--- config.mk ---
export PLATFORM = sky130hd
export DESIGN_NAME = load_store_unit_flat
export DESIGN_NICKNAME = d
export VERILOG_FILES = /design/src/rtl/load_store_unit_pkg.sv /design/src/rtl/load_store_unit_if.sv /design/src/rtl/load_store_unit_align.sv /design/src/rtl/load_store_unit.sv /design/src/flat_wrapper.sv
export SDC_FILE = /design/constraint.sdc
export NUM_CORES = 1
export LEC_CHECK = 0
export BUFFER_PORTS_ARGS = -buffer_cell sky130_fd_sc_hd__clkbuf_2
export CORE_ASPECT_RATIO = 0.6
export CORE_UTILIZATION = 53
export CTS_CLUSTER_SIZE = 24
export DETAILED_ROUTE_END_ITERATION = 7
export PLACE_DENSITY = 0.87
export REMOVE_ABC_BUFFERS = 1
export SLEW_MARGIN = 30
export SYNTH_ARGS = -nofsm -noshare
export SYNTH_HDL_FRONTEND = slang
export SYNTH_SLANG_ARGS = --single-unit
--- constraint.sdc ---
create_clock -name clk -period 4.7 [get_ports clk]
set_clock_uncertainty 0.05 [all_clocks]
set_input_delay 0.47 -clock clk [delete_from_list [all_inputs] [get_ports clk]]
set_output_delay 0.47 -clock clk [all_outputs]
set_load 0.02 [all_outputs]
--- src/rtl/load_store_unit_pkg.sv ---
// Shared encodings for the data-memory path and the load/store unit state type.
package load_store_unit_pkg;

    localparam logic [1:0] EXE_MEMWDSRC_B = 2'd0;
    localparam logic [1:0] EXE_MEMWDSRC_H = 2'd1;
    localparam logic [1:0] EXE_MEMWDSRC_W = 2'd2;

    localparam logic [2:0] EXE_DATAOUTSRC_RD32  = 3'd0;
    localparam logic [2:0] EXE_DATAOUTSRC_RDS8  = 3'd1;
    localparam logic [2:0] EXE_DATAOUTSRC_RDS16 = 3'd2;
    localparam logic [2:0] EXE_DATAOUTSRC_RDZ8  = 3'd3;
    localparam logic [2:0] EXE_DATAOUTSRC_RDZ16 = 3'd4;

    typedef enum logic [2:0] {
        IDLE     = 3'd0,
        REQ      = 3'd1,
        WAIT_RSP = 3'd2,
        RSP      = 3'd3,
        ERR      = 3'd4
    } lsu_state_t;

endpackage

--- src/rtl/load_store_unit_if.sv ---
// Execute-side request/response channel plus data-bus channel of the load/store unit.
interface load_store_unit_if;
    logic        req_valid;
    logic        req_ready;
    logic        req_we;
    logic [1:0]  req_wdsrc;
    logic [2:0]  req_ldsrc;
    logic [31:0] req_addr;
    logic [31:0] req_wdata;

    logic        bus_req_valid;
    logic        bus_req_ready;
    logic [31:0] bus_addr;
    logic        bus_we;
    logic [3:0]  bus_be;
    logic [31:0] bus_wdata;
    logic        bus_rsp_valid;
    logic        bus_rsp_err;
    logic [31:0] bus_rdata;

    logic        rsp_valid;
    logic        rsp_err;
    logic [31:0] rsp_rdata;

    modport master (
        input  req_valid, req_we, req_wdsrc, req_ldsrc, req_addr, req_wdata,
        input  bus_req_ready, bus_rsp_valid, bus_rsp_err, bus_rdata,
        output req_ready, bus_req_valid, bus_addr, bus_we, bus_be, bus_wdata,
        output rsp_valid, rsp_err, rsp_rdata
    );

    modport slave (
        output req_valid, req_we, req_wdsrc, req_ldsrc, req_addr, req_wdata,
        output bus_req_ready, bus_rsp_valid, bus_rsp_err, bus_rdata,
        input  req_ready, bus_req_valid, bus_addr, bus_we, bus_be, bus_wdata,
        input  rsp_valid, rsp_err, rsp_rdata
    );
endinterface

--- src/rtl/load_store_unit_align.sv ---
// Byte-lane steering for stores, lane select plus extension for loads, alignment check.
module load_store_unit_align
    import load_store_unit_pkg::*;
(
    input  logic        we,
    input  logic [1:0]  wdsrc,
    input  logic [2:0]  ldsrc,
    input  logic [1:0]  addr_lo,
    input  logic [31:0] wdata,
    input  logic [31:0] rdata_word,
    output logic [3:0]  be,
    output logic [31:0] wdata_lane,
    output logic [31:0] rdata_ext,
    output logic        misaligned
);
    logic [31:0] shifted;
    logic [7:0]  rd_byte;
    logic [15:0] rd_half;

    assign shifted = rdata_word >> {addr_lo, 3'b000};
    assign rd_byte = shifted[7:0];
    assign rd_half = addr_lo[1] ? rdata_word[31:16] : rdata_word[15:0];

    always_comb begin
        be         = 4'hF;
        wdata_lane = wdata;
        if (we) begin
            case (wdsrc)
                EXE_MEMWDSRC_B: begin
                    be         = 4'b0001 << addr_lo;
                    wdata_lane = {4{wdata[7:0]}};
                end
                EXE_MEMWDSRC_H: begin
                    be         = 4'b0011 << {addr_lo[1], 1'b0};
                    wdata_lane = {2{wdata[15:0]}};
                end
                default: begin
                    be         = 4'hF;
                    wdata_lane = wdata;
                end
            endcase
        end
    end

    always_comb begin
        case (ldsrc)
            EXE_DATAOUTSRC_RDS8:  rdata_ext = {{24{rd_byte[7]}}, rd_byte};
            EXE_DATAOUTSRC_RDZ8:  rdata_ext = {24'd0, rd_byte};
            EXE_DATAOUTSRC_RDS16: rdata_ext = {{16{rd_half[15]}}, rd_half};
            EXE_DATAOUTSRC_RDZ16: rdata_ext = {16'd0, rd_half};
            default:              rdata_ext = rdata_word;
        endcase
    end

    // Undefined width codes fall back to the word rules, so they need full alignment.
    always_comb begin
        if (we) begin
            case (wdsrc)
                EXE_MEMWDSRC_B: misaligned = 1'b0;
                EXE_MEMWDSRC_H: misaligned = addr_lo[0];
                default:        misaligned = |addr_lo;
            endcase
        end else begin
            case (ldsrc)
                EXE_DATAOUTSRC_RDS8,
                EXE_DATAOUTSRC_RDZ8:  misaligned = 1'b0;
                EXE_DATAOUTSRC_RDS16,
                EXE_DATAOUTSRC_RDZ16: misaligned = addr_lo[0];
                default:              misaligned = |addr_lo;
            endcase
        end
    end
endmodule

--- src/rtl/load_store_unit.sv ---
// Load/store unit: one aligned data-bus access per request, bounded by a response timeout.
//   state    | meaning
//   IDLE     | ready for a request
//   REQ      | bus request presented, waiting for bus_req_ready
//   WAIT_RSP | request accepted, waiting for bus response
//   RSP      | one-cycle completion pulse
//   ERR      | one-cycle error pulse (misaligned / timeout)
module load_store_unit
    import load_store_unit_pkg::*;
#(
    parameter int TIMEOUT_CYCLES = 255
) (
    input  logic              clk,
    input  logic              rst,
    load_store_unit_if.master lsu
);
    localparam logic [15:0] TMO_LAST = 16'(TIMEOUT_CYCLES - 1);

    lsu_state_t  state, state_nxt;
    logic        cap_we;
    logic [1:0]  cap_wdsrc;
    logic [2:0]  cap_ldsrc;
    logic [31:0] cap_addr;
    logic [31:0] cap_wdata;
    logic [31:0] rsp_word;
    logic        rsp_err_q;
    logic [15:0] tmo_cnt;

    logic        in_idle;
    logic        accept;
    logic        rsp_take;
    logic [3:0]  al_be;
    logic [31:0] al_wdata;
    logic [31:0] al_rdata;
    logic        al_mis;

    assign in_idle  = (state == IDLE);
    assign accept   = in_idle && lsu.req_valid;
    assign rsp_take = lsu.bus_rsp_valid &&
                      ((state == REQ && lsu.bus_req_ready) || state == WAIT_RSP);

    // In IDLE the aligner looks at the incoming request so misalignment is known at accept.
    load_store_unit_align u_align (
        .we         (in_idle ? lsu.req_we    : cap_we),
        .wdsrc      (in_idle ? lsu.req_wdsrc : cap_wdsrc),
        .ldsrc      (in_idle ? lsu.req_ldsrc : cap_ldsrc),
        .addr_lo    (in_idle ? lsu.req_addr[1:0] : cap_addr[1:0]),
        .wdata      (in_idle ? lsu.req_wdata : cap_wdata),
        .rdata_word (rsp_word),
        .be         (al_be),
        .wdata_lane (al_wdata),
        .rdata_ext  (al_rdata),
        .misaligned (al_mis)
    );

    always_ff @(posedge clk or posedge rst) begin
        if (rst) state <= IDLE;
        else     state <= state_nxt;
    end

    always_comb begin
        state_nxt = state;
        case (state)
            IDLE:     if (accept) state_nxt = al_mis ? ERR : REQ;
            REQ:      if (lsu.bus_req_ready) state_nxt = lsu.bus_rsp_valid ? RSP : WAIT_RSP;
            WAIT_RSP: begin
                if (lsu.bus_rsp_valid)      state_nxt = RSP;
                else if (tmo_cnt == TMO_LAST) state_nxt = ERR;
            end
            RSP:      state_nxt = IDLE;
            ERR:      state_nxt = IDLE;
            default:  state_nxt = IDLE;
        endcase
    end

    always_ff @(posedge clk or posedge rst) begin
        if (rst) begin
            cap_we    <= 1'b0;
            cap_wdsrc <= 2'd0;
            cap_ldsrc <= 3'd0;
            cap_addr  <= 32'd0;
            cap_wdata <= 32'd0;
            rsp_word  <= 32'd0;
            rsp_err_q <= 1'b0;
            tmo_cnt   <= 16'd0;
        end else begin
            if (accept) begin
                cap_we    <= lsu.req_we;
                cap_wdsrc <= lsu.req_wdsrc;
                cap_ldsrc <= lsu.req_ldsrc;
                cap_addr  <= lsu.req_addr;
                cap_wdata <= lsu.req_wdata;
                rsp_err_q <= 1'b0;
            end else if (rsp_take) begin
                rsp_word  <= lsu.bus_rdata;
                rsp_err_q <= lsu.bus_rsp_err;
            end
            tmo_cnt <= (state == WAIT_RSP) ? tmo_cnt + 16'd1 : 16'd0;
        end
    end

    always_comb begin
        lsu.req_ready     = in_idle;
        lsu.bus_req_valid = (state == REQ);
        lsu.bus_addr      = 32'd0;
        lsu.bus_we        = 1'b0;
        lsu.bus_be        = 4'd0;
        lsu.bus_wdata     = 32'd0;
        lsu.rsp_valid     = 1'b0;
        lsu.rsp_err       = 1'b0;
        lsu.rsp_rdata     = 32'd0;
        case (state)
            REQ: begin
                lsu.bus_addr  = {cap_addr[31:2], 2'b00};
                lsu.bus_we    = cap_we;
                lsu.bus_be    = al_be;
                lsu.bus_wdata = cap_we ? al_wdata : 32'd0;
            end
            RSP: begin
                lsu.rsp_valid = 1'b1;
                lsu.rsp_err   = rsp_err_q;
                lsu.rsp_rdata = (cap_we || rsp_err_q) ? 32'd0 : al_rdata;
            end
            ERR: begin
                lsu.rsp_valid = 1'b1;
                lsu.rsp_err   = 1'b1;
            end
            default: ;
        endcase
    end
endmodule
--- src/flat_wrapper.sv ---
// flat-port wrapper written by rule: the top's interface ports become plain ports
module load_store_unit_flat import load_store_unit_pkg::*;
#(
    parameter int TIMEOUT_CYCLES = 255
)
  (clk, rst, lsu_req_valid, lsu_req_we, lsu_req_wdsrc, lsu_req_ldsrc, lsu_req_addr, lsu_req_wdata, lsu_bus_req_ready, lsu_bus_rsp_valid, lsu_bus_rsp_err, lsu_bus_rdata, lsu_req_ready, lsu_bus_req_valid, lsu_bus_addr, lsu_bus_we, lsu_bus_be, lsu_bus_wdata, lsu_rsp_valid, lsu_rsp_err, lsu_rsp_rdata);
  load_store_unit_if lsu_i ();
  input  logic clk;
  input  logic rst;
  input wire logic [$bits(lsu_i.req_valid)-1:0] lsu_req_valid;
  input wire logic [$bits(lsu_i.req_we)-1:0] lsu_req_we;
  input wire logic [$bits(lsu_i.req_wdsrc)-1:0] lsu_req_wdsrc;
  input wire logic [$bits(lsu_i.req_ldsrc)-1:0] lsu_req_ldsrc;
  input wire logic [$bits(lsu_i.req_addr)-1:0] lsu_req_addr;
  input wire logic [$bits(lsu_i.req_wdata)-1:0] lsu_req_wdata;
  input wire logic [$bits(lsu_i.bus_req_ready)-1:0] lsu_bus_req_ready;
  input wire logic [$bits(lsu_i.bus_rsp_valid)-1:0] lsu_bus_rsp_valid;
  input wire logic [$bits(lsu_i.bus_rsp_err)-1:0] lsu_bus_rsp_err;
  input wire logic [$bits(lsu_i.bus_rdata)-1:0] lsu_bus_rdata;
  output wire logic [$bits(lsu_i.req_ready)-1:0] lsu_req_ready;
  output wire logic [$bits(lsu_i.bus_req_valid)-1:0] lsu_bus_req_valid;
  output wire logic [$bits(lsu_i.bus_addr)-1:0] lsu_bus_addr;
  output wire logic [$bits(lsu_i.bus_we)-1:0] lsu_bus_we;
  output wire logic [$bits(lsu_i.bus_be)-1:0] lsu_bus_be;
  output wire logic [$bits(lsu_i.bus_wdata)-1:0] lsu_bus_wdata;
  output wire logic [$bits(lsu_i.rsp_valid)-1:0] lsu_rsp_valid;
  output wire logic [$bits(lsu_i.rsp_err)-1:0] lsu_rsp_err;
  output wire logic [$bits(lsu_i.rsp_rdata)-1:0] lsu_rsp_rdata;
  assign lsu_i.req_valid = lsu_req_valid;
  assign lsu_i.req_we = lsu_req_we;
  assign lsu_i.req_wdsrc = lsu_req_wdsrc;
  assign lsu_i.req_ldsrc = lsu_req_ldsrc;
  assign lsu_i.req_addr = lsu_req_addr;
  assign lsu_i.req_wdata = lsu_req_wdata;
  assign lsu_i.bus_req_ready = lsu_bus_req_ready;
  assign lsu_i.bus_rsp_valid = lsu_bus_rsp_valid;
  assign lsu_i.bus_rsp_err = lsu_bus_rsp_err;
  assign lsu_i.bus_rdata = lsu_bus_rdata;
  assign lsu_req_ready = lsu_i.req_ready;
  assign lsu_bus_req_valid = lsu_i.bus_req_valid;
  assign lsu_bus_addr = lsu_i.bus_addr;
  assign lsu_bus_we = lsu_i.bus_we;
  assign lsu_bus_be = lsu_i.bus_be;
  assign lsu_bus_wdata = lsu_i.bus_wdata;
  assign lsu_rsp_valid = lsu_i.rsp_valid;
  assign lsu_rsp_err = lsu_i.rsp_err;
  assign lsu_rsp_rdata = lsu_i.rsp_rdata;
  load_store_unit #(.TIMEOUT_CYCLES(TIMEOUT_CYCLES)) u_core (.clk(clk), .rst(rst), .lsu(lsu_i));
endmodule
; Word level (Yosys, flattened, before mapping)
; Index checks and enable logic that the tools add are counted.
[totals]
register_bits = 122
word_cells = 74
inputBits = 108
[op_classes]
add_sub_neg = 1
mux = 33
bitwise_logic = 1
eq_ne = 13
n_reduce_logical = 14
shifts = 3
[ops]
columns = op, n
row1 = 32-bit 2-to-1 mux, 7
row2 = 32-bit case mux with 4 select lines, 1
row3 = 32-bit case mux with 2 select lines, 1
row4 = 16-bit 2-to-1 mux, 2
row5 = 32-bit by 5-bit >> shifter with 8-bit output, 1
row6 = 3-bit 2-to-1 mux, 6
row7 = 16-bit by 1-bit adder with 16-bit output (second input constant), 1
row8 = 16-bit by 8-bit == test with 1-bit output (second input constant), 1
row9 = 3-bit by 2-bit == test with 1-bit output (second input constant), 4
row10 = 3-bit case mux with 3 select lines, 1
row11 = 4-bit 2-to-1 mux, 2
row12 = 4-bit case mux with 2 select lines, 1
row13 = 2-bit OR reduction, 4
row14 = 1-bit 2-to-1 mux, 7
row15 = 3-bit by 1-bit == test with 1-bit output (second input constant), 2
row16 = 3-bit == test (second input constant), 2
row17 = 1-bit case mux with 2 select lines, 3
row18 = 2-bit 2-to-1 mux, 2
row19 = 2-bit != test (second input constant), 2
row20 = 1-bit by 2-bit left shift with 4-bit output (first input constant), 1
row21 = 2-bit by 2-bit left shift with 4-bit output (first input constant), 1
row22 = 1-bit logical AND, 3
row23 = 3-bit logical NOT, 1
row24 = 3-bit by 2-bit != test with 1-bit output (second input constant), 1
row25 = other kinds (7), 8

; Depth between registers and ports, before layout
; Gate-level depths: netlist of the first run.
[depth]
ltp_word = 9
ltp_mapped = 10

; By module
; Synthesis of the first run repeated with hierarchy kept, for this count alone.
[hier_totals]
hier_cells = 720
hier_area_um2 = 7549.7
[by_module_without_submodules]
columns = mod, area_per_inst_um2, n_inst, cells_per_inst
row1 = load_store_unit, 6063.3, 1, 493
row2 = load_store_unit_align, 1486.4, 1, 227

; Worst setup path before layout of the first run
; No wires, ideal clock.
[synth_timing]
path_kind = register -> output
from = register u_core.state[1]
to = output lsu_bus_wdata[25]
path_buffers = 5
arrival_time_ps = 2289
path_stages_with_launch = 10
required_ps = 4180
setup_slack_ps = 1891
path_cell_list = dfrtp_1 -> buf_6 -> or3_1 -> buf_6 -> clkinv_2 -> buf_6 -> buf_2 -> buf_2 -> nand2_1 -> a311oi_1
[synth_via]
elab_chain_len = 7
elab_cells_between_ends = 11
[synth_rtl]
columns = item, line_no
row1 = "start, declared", load_store_unit.sv:19  ; lsu_state_t state, state_nxt;
row2 = "start signal, assigned", load_store_unit.sv:58  ; else state <= state_nxt;
row3 = 3-bit logical NOT (*), load_store_unit.sv:37  ; assign in_idle = (state == IDLE);
row4 = net lsu_req_ready, flat_wrapper.sv:20  ; output wire logic [$bits(lsu_i.req_ready)-1:0] lsu_req_ready;
row5 = 2-bit 2-to-1 mux, load_store_unit.sv:45  ; .wdsrc (in_idle ? lsu.req_wdsrc : cap_wdsrc),
row6 = 2-bit by 1-bit == test with 1-bit output or 2-bit logical NOT (tied branches), load_store_unit_align.sv:28  ; case (wdsrc)
row7 = 32-bit case mux with 2 select lines, load_store_unit_align.sv:28
row8 = 32-bit 2-to-1 mux (*), load_store_unit_align.sv:27  ; if (we) begin
row9 = 32-bit 2-to-1 mux (*), load_store_unit.sv:117  ; lsu.bus_wdata = cap_we ? al_wdata : 32'd0;
row10 = 32-bit 2-to-1 mux (*), load_store_unit.sv:112  ; case (state)
row11 = "end, declared", flat_wrapper.sv:25  ; output wire logic [$bits(lsu_i.bus_wdata)-1:0] lsu_bus_wdata;
; The timed path passes the listed nets; every way through them passes the cells marked *.

; Worst setup path after layout of the first run
[layout_timing]
from = register u_core.state[0]
to = output lsu_bus_wdata[29]
[layout_via]
elab_chain_len = 7
elab_cells_between_ends = 11
[layout_rtl]
columns = item, line_no
row1 = 3-bit logical NOT, load_store_unit.sv:37
row2 = 2-bit 2-to-1 mux, load_store_unit.sv:45
row3 = 2-bit by 1-bit == test with 1-bit output or 2-bit logical NOT (tied branches), load_store_unit_align.sv:28
row4 = 32-bit case mux with 2 select lines, load_store_unit_align.sv:28
row5 = 32-bit 2-to-1 mux, load_store_unit_align.sv:27
row6 = 32-bit 2-to-1 mux, load_store_unit.sv:117
row7 = 32-bit 2-to-1 mux (*), load_store_unit.sv:112
; Mark *: on every way between the ends. The rest lies on a longest branch, timed or not.

==> results of run 1 <==
## path summary, 6_finish.rpt
| path | to | slack, ns | start | cells past startpoint |
|---|---|---|---|---|
| worst min-delay path | u_core.cap_addr[7] | 0.12 | rst | 2 |
| min in group clk | u_core.cap_addr[28] | 0.24 | lsu_req_addr[28] | 2 |
| worst max register to register | u_core.cap_addr[8] | 1.83 | u_core.state[0] | 5 |
| worst min register to register | u_core.cap_addr[22] | 0.45 | u_core.cap_addr[22] | 1 |
| max in group asynchronous | u_core.cap_addr[5] | 3.67 | rst | 3 |
| worst max-delay path | lsu_bus_wdata[29] | 0.82 | u_core.state[0] | 7 |
## layer usage
| layer | up-vias | wire length [µm] | track usage, % | part of all wire [%] |
|---|---|---|---|---|
| met5 | - | 0 | 0 | 0 |
| met4 | 0 | 148 | 6.80 | 0.81 |
| met3 | 16 | 1320 | 6.95 | 7.3 |
| met2 | 237 | 7940 | 41.1 | 44 |
| met1 | 2996 | 8780 | 38.9 | 48 |
| li1 | 2926 | - | - | - |
## registers in the layout (all words and copies together), names as in the netlist
register / cells
u_core.rsp_err_q: 1
u_core.cap_wdsrc: 2
u_core.tmo_cnt: 16
u_core.rsp_word: 32
u_core.state: 3
u_core.cap_we: 1
u_core.cap_addr: 32
u_core.cap_wdata: 32
u_core.cap_ldsrc: 3
## kinds of logic (layout without fill, tap and decap cells)
kind of cell | count (synthesis) | after routing | synth area share (%)
and+or+nand+nor | 277 | 277 | 18.6
muxes | 135 | 135 | 20.7
DFF | 122 | 122 | 42.5
AOI/OAI and AO/OA | 106 | 106 | 11.2
buffers and inverters | 59 | 261 | 4.52
xor gates and xnor gates | 16 | 16 | 1.95
adders and majority gates | 2 | 2 | 0.349
other | 1 | 2 | 0.0523
## cells in the mapped netlist (3+ instances only)
cell type / count
dfrtp_1: 122
mux2_2: 103
nand2_1: 92
nor2_1: 72
and2_1: 39
mux2i_1: 30
a21oi_1: 28
a311oi_1: 21
clkbuf_1: 21
o21a_1: 18
nor3_1: 16
buf_2: 14
nor4_1: 14
xor2_1: 10
nand3_1: 9
buf_4: 8
a2bb2oi_1: 7
inv_1: 7
nand2b_1: 7
o21ai_0: 7
xnor2_1: 6
a31oi_1: 5
buf_6: 5
and3_1: 4
o221a_1: 4
o221a_2: 4
nand3b_1: 3
nand4_1: 3
nor2b_1: 3
o21bai_1: 3
or3_1: 3
## power breakdown
group          total, mW  internal [mW]  switching (mW)
logic               2.97           1.27            1.70
registers           1.94           1.53           0.415
clock network       1.23          0.745           0.488
## area by class of cell
type | instances | area [µm²]
inverter | 8 | 36.3
sequential | 122 | 3050
clock buffer | 19 | 443
multi-input combinational | 538 | 3820
timing repair buffer | 221 | 1170
fill | 1060 | 4160
tap | 170 | 213
clock inverter | 13 | 120
## critical path, stage by stage (launching register included)
cell and delay (ns):
dfrtp_1 0.52, or3_2 0.68, clkinv_2 0.28, nor2_1 0.13, nor2_4 0.66, a21oi_1 0.09, a311oi_1 0.36, clkbuf_2 0.23
==> results by group, run 1 <==
Clock tree
  – Worst skew pair latency: between 0.4 and 0.5 ns
  – Max clock buf depth: 2
  – Post_cts resized: 0
  – Inserted Clock Buffers: 17
  – Clock-pin transition on the worst setup and hold timing paths: 0.06 ns
  – Setup Buffers After CTS: 0
  – Root Buffer: clkbuf_16
  – CTS tree: yes
  – H-tree depth: 4
  – Clock Sinks: roughly 120
  – Hold_buf cts: 0

Power
  – PwrDens: just under 700 nW/µm²
  – Peak VDD IR: a little under 0.0004 V
  – Total power: roughly 6 mW
  – Leak: 4.19 nW

Logic synthesis
  – EDFF count, synth: 0
  – Most frequently used flop master after synthesis: dfrtp_1
  – Seq/Total Area, Yosys: between 40% and 50%
  – Area share of the largest cell type after synthesis: 42.5%
  – Synth Register Bits: approximately 120
  – Ys Warns: 0
  – Synth area leaders: dfrtp_1 (43%), mux2_2 (16%), nand2_1 (4.8%)
  – Synth unique cells: 56
  – Mapped Cells: 718
  – Mapped Avg Cell Area: approximately 10 µm²
  – Synth async-reset ratio: 100%
  – Post-synth top area cell: dfrtp_1
  – Mapped Area: 7180 µm²

Placed design
  – Dpl ws: 1.32 ns
  – Hpwl dp: 12.7 mm
  – Placed Cells: around 1100
  – RD Place Congestion: slightly below 0.9
  – Port bufs: 210
  – Dpl cell area: around 8300 µm²

Routing
  – Iteration-0 DRC Markers: between 400 and 500
  – Antenna viol nets, final: 0
  – DRC: 14
  – Final WL: ~18 mm
  – DR vias: a little over 6000
  – Via density: roughly 5.7
  – Wire length per cell: 16.7 µm
  – DR pass1 iterations: 7

STA
  – Period utilisation layout: 82.5%
  – Setup TNS Final: 0 ns
  – Crit path setup slack, layout: 0.825 ns
  – Slew HR: 43.7%
  – Pins Over Slew Limit: 0
  – RSZ-0062 raised after global routing: false
  – Count of final setup violators: 0
  – Fmax: about 260 MHz
  – Slew @ Worst Pin: ~0.84 ns
  – Final hold slack: about 0.12 ns
  – Final hold vios: 0
  – Min Tclk post-route: 3.88 ns

Global routing
  – Largest net degree at the start of global routing: between 70 and 80
  – Initial antenna violation count: 0
  – Number of global-route vias before repair: between 5000 and 6000
  – Total Routing Usage GR: about 27%
  – Overflow after GRT: 0
  – Global-route wire length before repair: around 30 mm

Final layout
  – Commonest non-fill, non-tap cell in the layout: clkbuf_2
  – Layout Cells excl Fill: 1091
  – Layout area overhead: 23.3%
  – Layout Utilization: about 70%
  – Final instance area: about 8800 µm²
  – N_diodes: 0
  – Share of layout cells above drive strength 1: around two fifths
  – # nets final: 1018
  – Most frequent cells in the layout: clkbuf_2 (210), dfrtp_1 (122), mux2_2 (103), nand2_1 (92), nor2_1 (72)

Floorplanning
  – Die W: 152 µm
  – I/O pin count: 213
  – Die span in y: just over 90 µm
  – Initial core utilization: between 50% and 60%
  – Row count: 32
  – DIE AREA: 14000 µm²
  – Core area: 13000 µm²

Setup path
  – Crit. End Element: output port
  – Crit path DAT: approximately 3.4 ns
  – CP Max Fanout: 35
  – Worst EP required: approximately 4.2 ns
  – CP Class: reg2out
  – Setup crit start kind: flip-flop

Flow run
  – Max_cap viols: 0

Hold path
  – Worst Hold Class: in2async

Status
  – Outcome: finished, violations left
  – Failing checks: DRC
No activity file was read; power rests on OpenSTA's default activity.
==> inputs of run 2 (changes only) <==
ABC_AREA = 1   (was unset)
CORE_UTILIZATION = 52   (was 53)
PLACE_DENSITY = 0.85   (was 0.87)
clock period = 3.75 ns   (was 4.7 ns; I/O delays follow)
==> results by group, run 2 <==
Routing
  – DRC: 0 (-14)
  – DR pass1 iterations: 5 (-2)
  – Iteration-0 DRC Markers: 464 (+4.3%)
  – Wl on met1: 8.84 mm (+0.72%)
  – Via density: 5.32 (-6.1%)
  – DR vias: 7091 (+15%)
  – Wire length per cell: 14.4 µm (-13%)
  – Antenna viol nets, final: 0 (unchanged)
  – Met2 routed WL: 8.37 mm (+5.4%)
  – Top Metal Used: met4
  – Final WL: 19.3 mm (+5.8%)
  – Routed wl met3: 1.69 mm (+28%)

Clock tree
  – Clock-pin transition on the worst setup and hold timing paths: 0.06 ns (about the same)
  – CTS tree: yes
  – Max clock buf depth: 2 (unchanged)
  – Worst skew pair latency: 0.41 ns (about the same)
  – Clock Sinks: 122 (unchanged)
  – Inserted Clock Buffers: 17 (unchanged)
  – Root Buffer: clkbuf_16
  – H-tree depth: 4 (unchanged)
  – Hold_buf cts: 0 (unchanged)

Floorplanning
  – I/O pin count: 213 (unchanged)
  – Core area: 13100 µm² (+0.62%)
  – DIE AREA: 14200 µm² (+1.1%)
  – Die span in y: 92.6 µm (+0.55%)
  – Die W: 153 µm (+0.55%)
  – Row count: 32 (unchanged)
  – Initial core utilization: 54.4% (-0.77 points)

Final layout
  – Share of layout cells above drive strength 1: 27.5% (-13 points)
  – Most frequent cells in the layout: clkbuf_2 (210), nor2_1 (163), nand2_1 (129), inv_1 (127), dfrtp_1 (122)
  – Regs by FF count: u_core.cap_addr: 32 flops, u_core.cap_wdata: 32 flops, u_core.rsp_word: 32 flops
  – Layout area overhead: 25.5%
  – # nets final: 1261 (+24%)
  – Commonest non-fill, non-tap cell in the layout: clkbuf_2
  – N_diodes: 0 (unchanged)

Status
  – Outcome: finished, violations left
  – Failing checks: hold timing

STA
  – Slew @ Worst Pin: 0.749 ns (-0.0930 ns)
  – Pins Over Slew Limit: 0 (unchanged)
  – Final hold vios: 13 (+13)
  – Setup TNS Final: 0 ns (unchanged)
  – Period utilisation layout: between 90% and 100%
  – Min Tclk post-route: ~3.4 ns
  – Final hold slack: -0.0168 ns (-0.132 ns)
  – RSZ-0062 raised after global routing: false
  – Count of final setup violators: 0 (unchanged)
  – Fmax: 292 MHz
  – Slew HR: 50.1% (+6.3 points)

Setup path
  – Crit path DAT: 3.00 ns (-0.36 ns)
  – CP max stage delay: 0.45 ns (-0.23 ns)
  – Worst EP required: 3.32 ns (-0.86 ns)
  – CP Max Fanout: 73 (+110%)
  – CP max stage cell: dfrtp_1
  – Most frequent CP cell: inv_2
  – Critical path, cell by cell: nor2_8 -> nand2_8 -> inv_2 -> nand2_1 -> o21ai_2 -> nor2_4 -> inv_2 -> nor2_1 -> buf_4 -> or2_2 -> a21oi_1 -> clkbuf_2
  – Crit. End Element: output port
  – Worst reg2reg path depth: 7 (+2)
  – Setup crit start kind: flip-flop
  – CP Class: reg2out

Global routing
  – Total Routing Usage GR: 28.4% (+1.2 points)
  – Initial antenna violation count: 1 (+1)
  – Number of global-route vias before repair: 6675 (+11%)
  – Largest net degree at the start of global routing: 78 (unchanged)
  – Overflow after GRT: 0 (unchanged)
  – Global-route wire length before repair: 31.9 mm (+5.7%)

Placed design
  – Port bufs: 210 (unchanged)
  – Hpwl dp: 13.5 mm (+6.4%)
  – RD Place Congestion: 0.869 (-0.89%)

Logic synthesis
  – Synth async-reset ratio: 100% (unchanged)
  – Ys Warns: 0 (unchanged)
  – Mapped Area: 7120 µm² (-0.78%)
  – Synth area leaders: dfrtp_1 (43%), nor2_1 (8.6%), o21ai_0 (7.5%)
  – Synth unique cells: 45 (-20%)
  – Most frequently used flop master after synthesis: dfrtp_1
  – Area share of the largest cell type after synthesis: 42.9% (+0.34 points)
  – Most frequent cell after synthesis: nor2_1
  – Synth cell count leaders: nor2_1 (163), nand2_1 (130), inv_1 (128)
  – Synth Register Bits: 122 (unchanged)
  – Mapped Avg Cell Area: 7.43 µm² (-26%)
  – Mapped Cells: 959 (+34%)
  – EDFF count, synth: 0 (unchanged)
  – Seq/Total Area, Yosys: 42.9% (+0.34 points)
  – Post-synth top area cell: dfrtp_1

Hold path
  – Worst Hold Class: in2async

Power
  – Leak: 4.77 nW (+14%)
  – Peak VDD IR: 0.000502 V (+29%)
  – PwrDens: 914 nW/µm² (+32%)

Flow run
  – Max_cap viols: 0 (unchanged)
## run 2: area by class of cell
class	count	area, µm²
clock buffer	19	443
clock inverter	13	216
fill	1097	4160
inverter	136	513
multi-input combinational	652	3350
sequential	122	3050
tap	170	213
timing repair buffer	222	1150
## run 2: timing repair
item / in CTS / in global routing
buffers inserted: 0 / 0
gates resized for setup: 0 / 1
endpoints found under the setup margin: 0 / 1
## run 2: power by group
group	internal, mW	leakage [nW]	switching [mW]
sequential	1.87	1.44	0.330
combinational	1.33	3.02	2.81
clock	1.20	0.310	0.619
total	4.41	4.77	3.76
## run 2: metrics by stage
step / power (mW) / util [%] / instances / setup WS, ns / area (µm²)
after floorplan: 5.11 / - / 910 / 0.0716 / 6890
after global placement: 6.17 / 63.2 / 1302 / 0.813 / 8270
after detailed placement: 6.26 / 63.2 / 1302 / 0.708 / 8270
after CTS: 8.14 / 68.2 / 1334 / 0.247 / 8930
after global routing: 8.80 / 68.3 / 1334 / 0.0601 / 8940
final: 8.17 / 68.3 / 1334 / 0.330 / 8940
## run 2: worst max-delay path, delay by kind of cell, from the launching register on
family / cells / cell delay [ns]
DFF: 1 / 0.45
AOI/OAI and AO/OA: 2 / 0.23
buffers and inverters: 4 / 0.91
and+or+nand+nor: 6 / 0.99
## run 2: kinds of logic (layout without fill, tap and decap cells)
| kind of cell | count (synthesis) | after routing | share of synthesized area (%) |
|---|---|---|---|
| buffers and inverters | 186 | 390 | 10.4 |
| AOI/OAI and AO/OA | 235 | 235 | 17.7 |
| adders and majority gates | 2 | 2 | 0.351 |
| DFF | 122 | 122 | 42.9 |
| and+or+nand+nor | 381 | 381 | 23.6 |
| muxes | 31 | 31 | 4.85 |
| other | 1 | 2 | 0.0527 |
| xor gates and xnor gates | 1 | 1 | 0.123 |
## run 2: final timing paths
| path | startpoint | slack [ns] | end |
|---|---|---|---|
| setup / recovery | u_core.state[0] | 0.33 | lsu_bus_wdata[9] |
| hold / removal | rst | -0.02 | u_core.cap_addr[5] |
| setup reg to reg | u_core.state[0] | 1.31 | u_core.cap_addr[27] |
| hold reg to reg | u_core.cap_wdata[3] | 0.44 | u_core.cap_wdata[3] |
| max in group asynchronous | rst | 2.79 | u_core.tmo_cnt[15] |
| min in group clk | lsu_bus_rdata[9] | 0.14 | u_core.rsp_word[9] |
## run 2: routing by layer
layer	track usage (%)	vias to the layer above
met4	10.3	0
met3	7.49	31
met2	43.3	306
li1	-	3486
met5	0	-
met1	38.9	3268
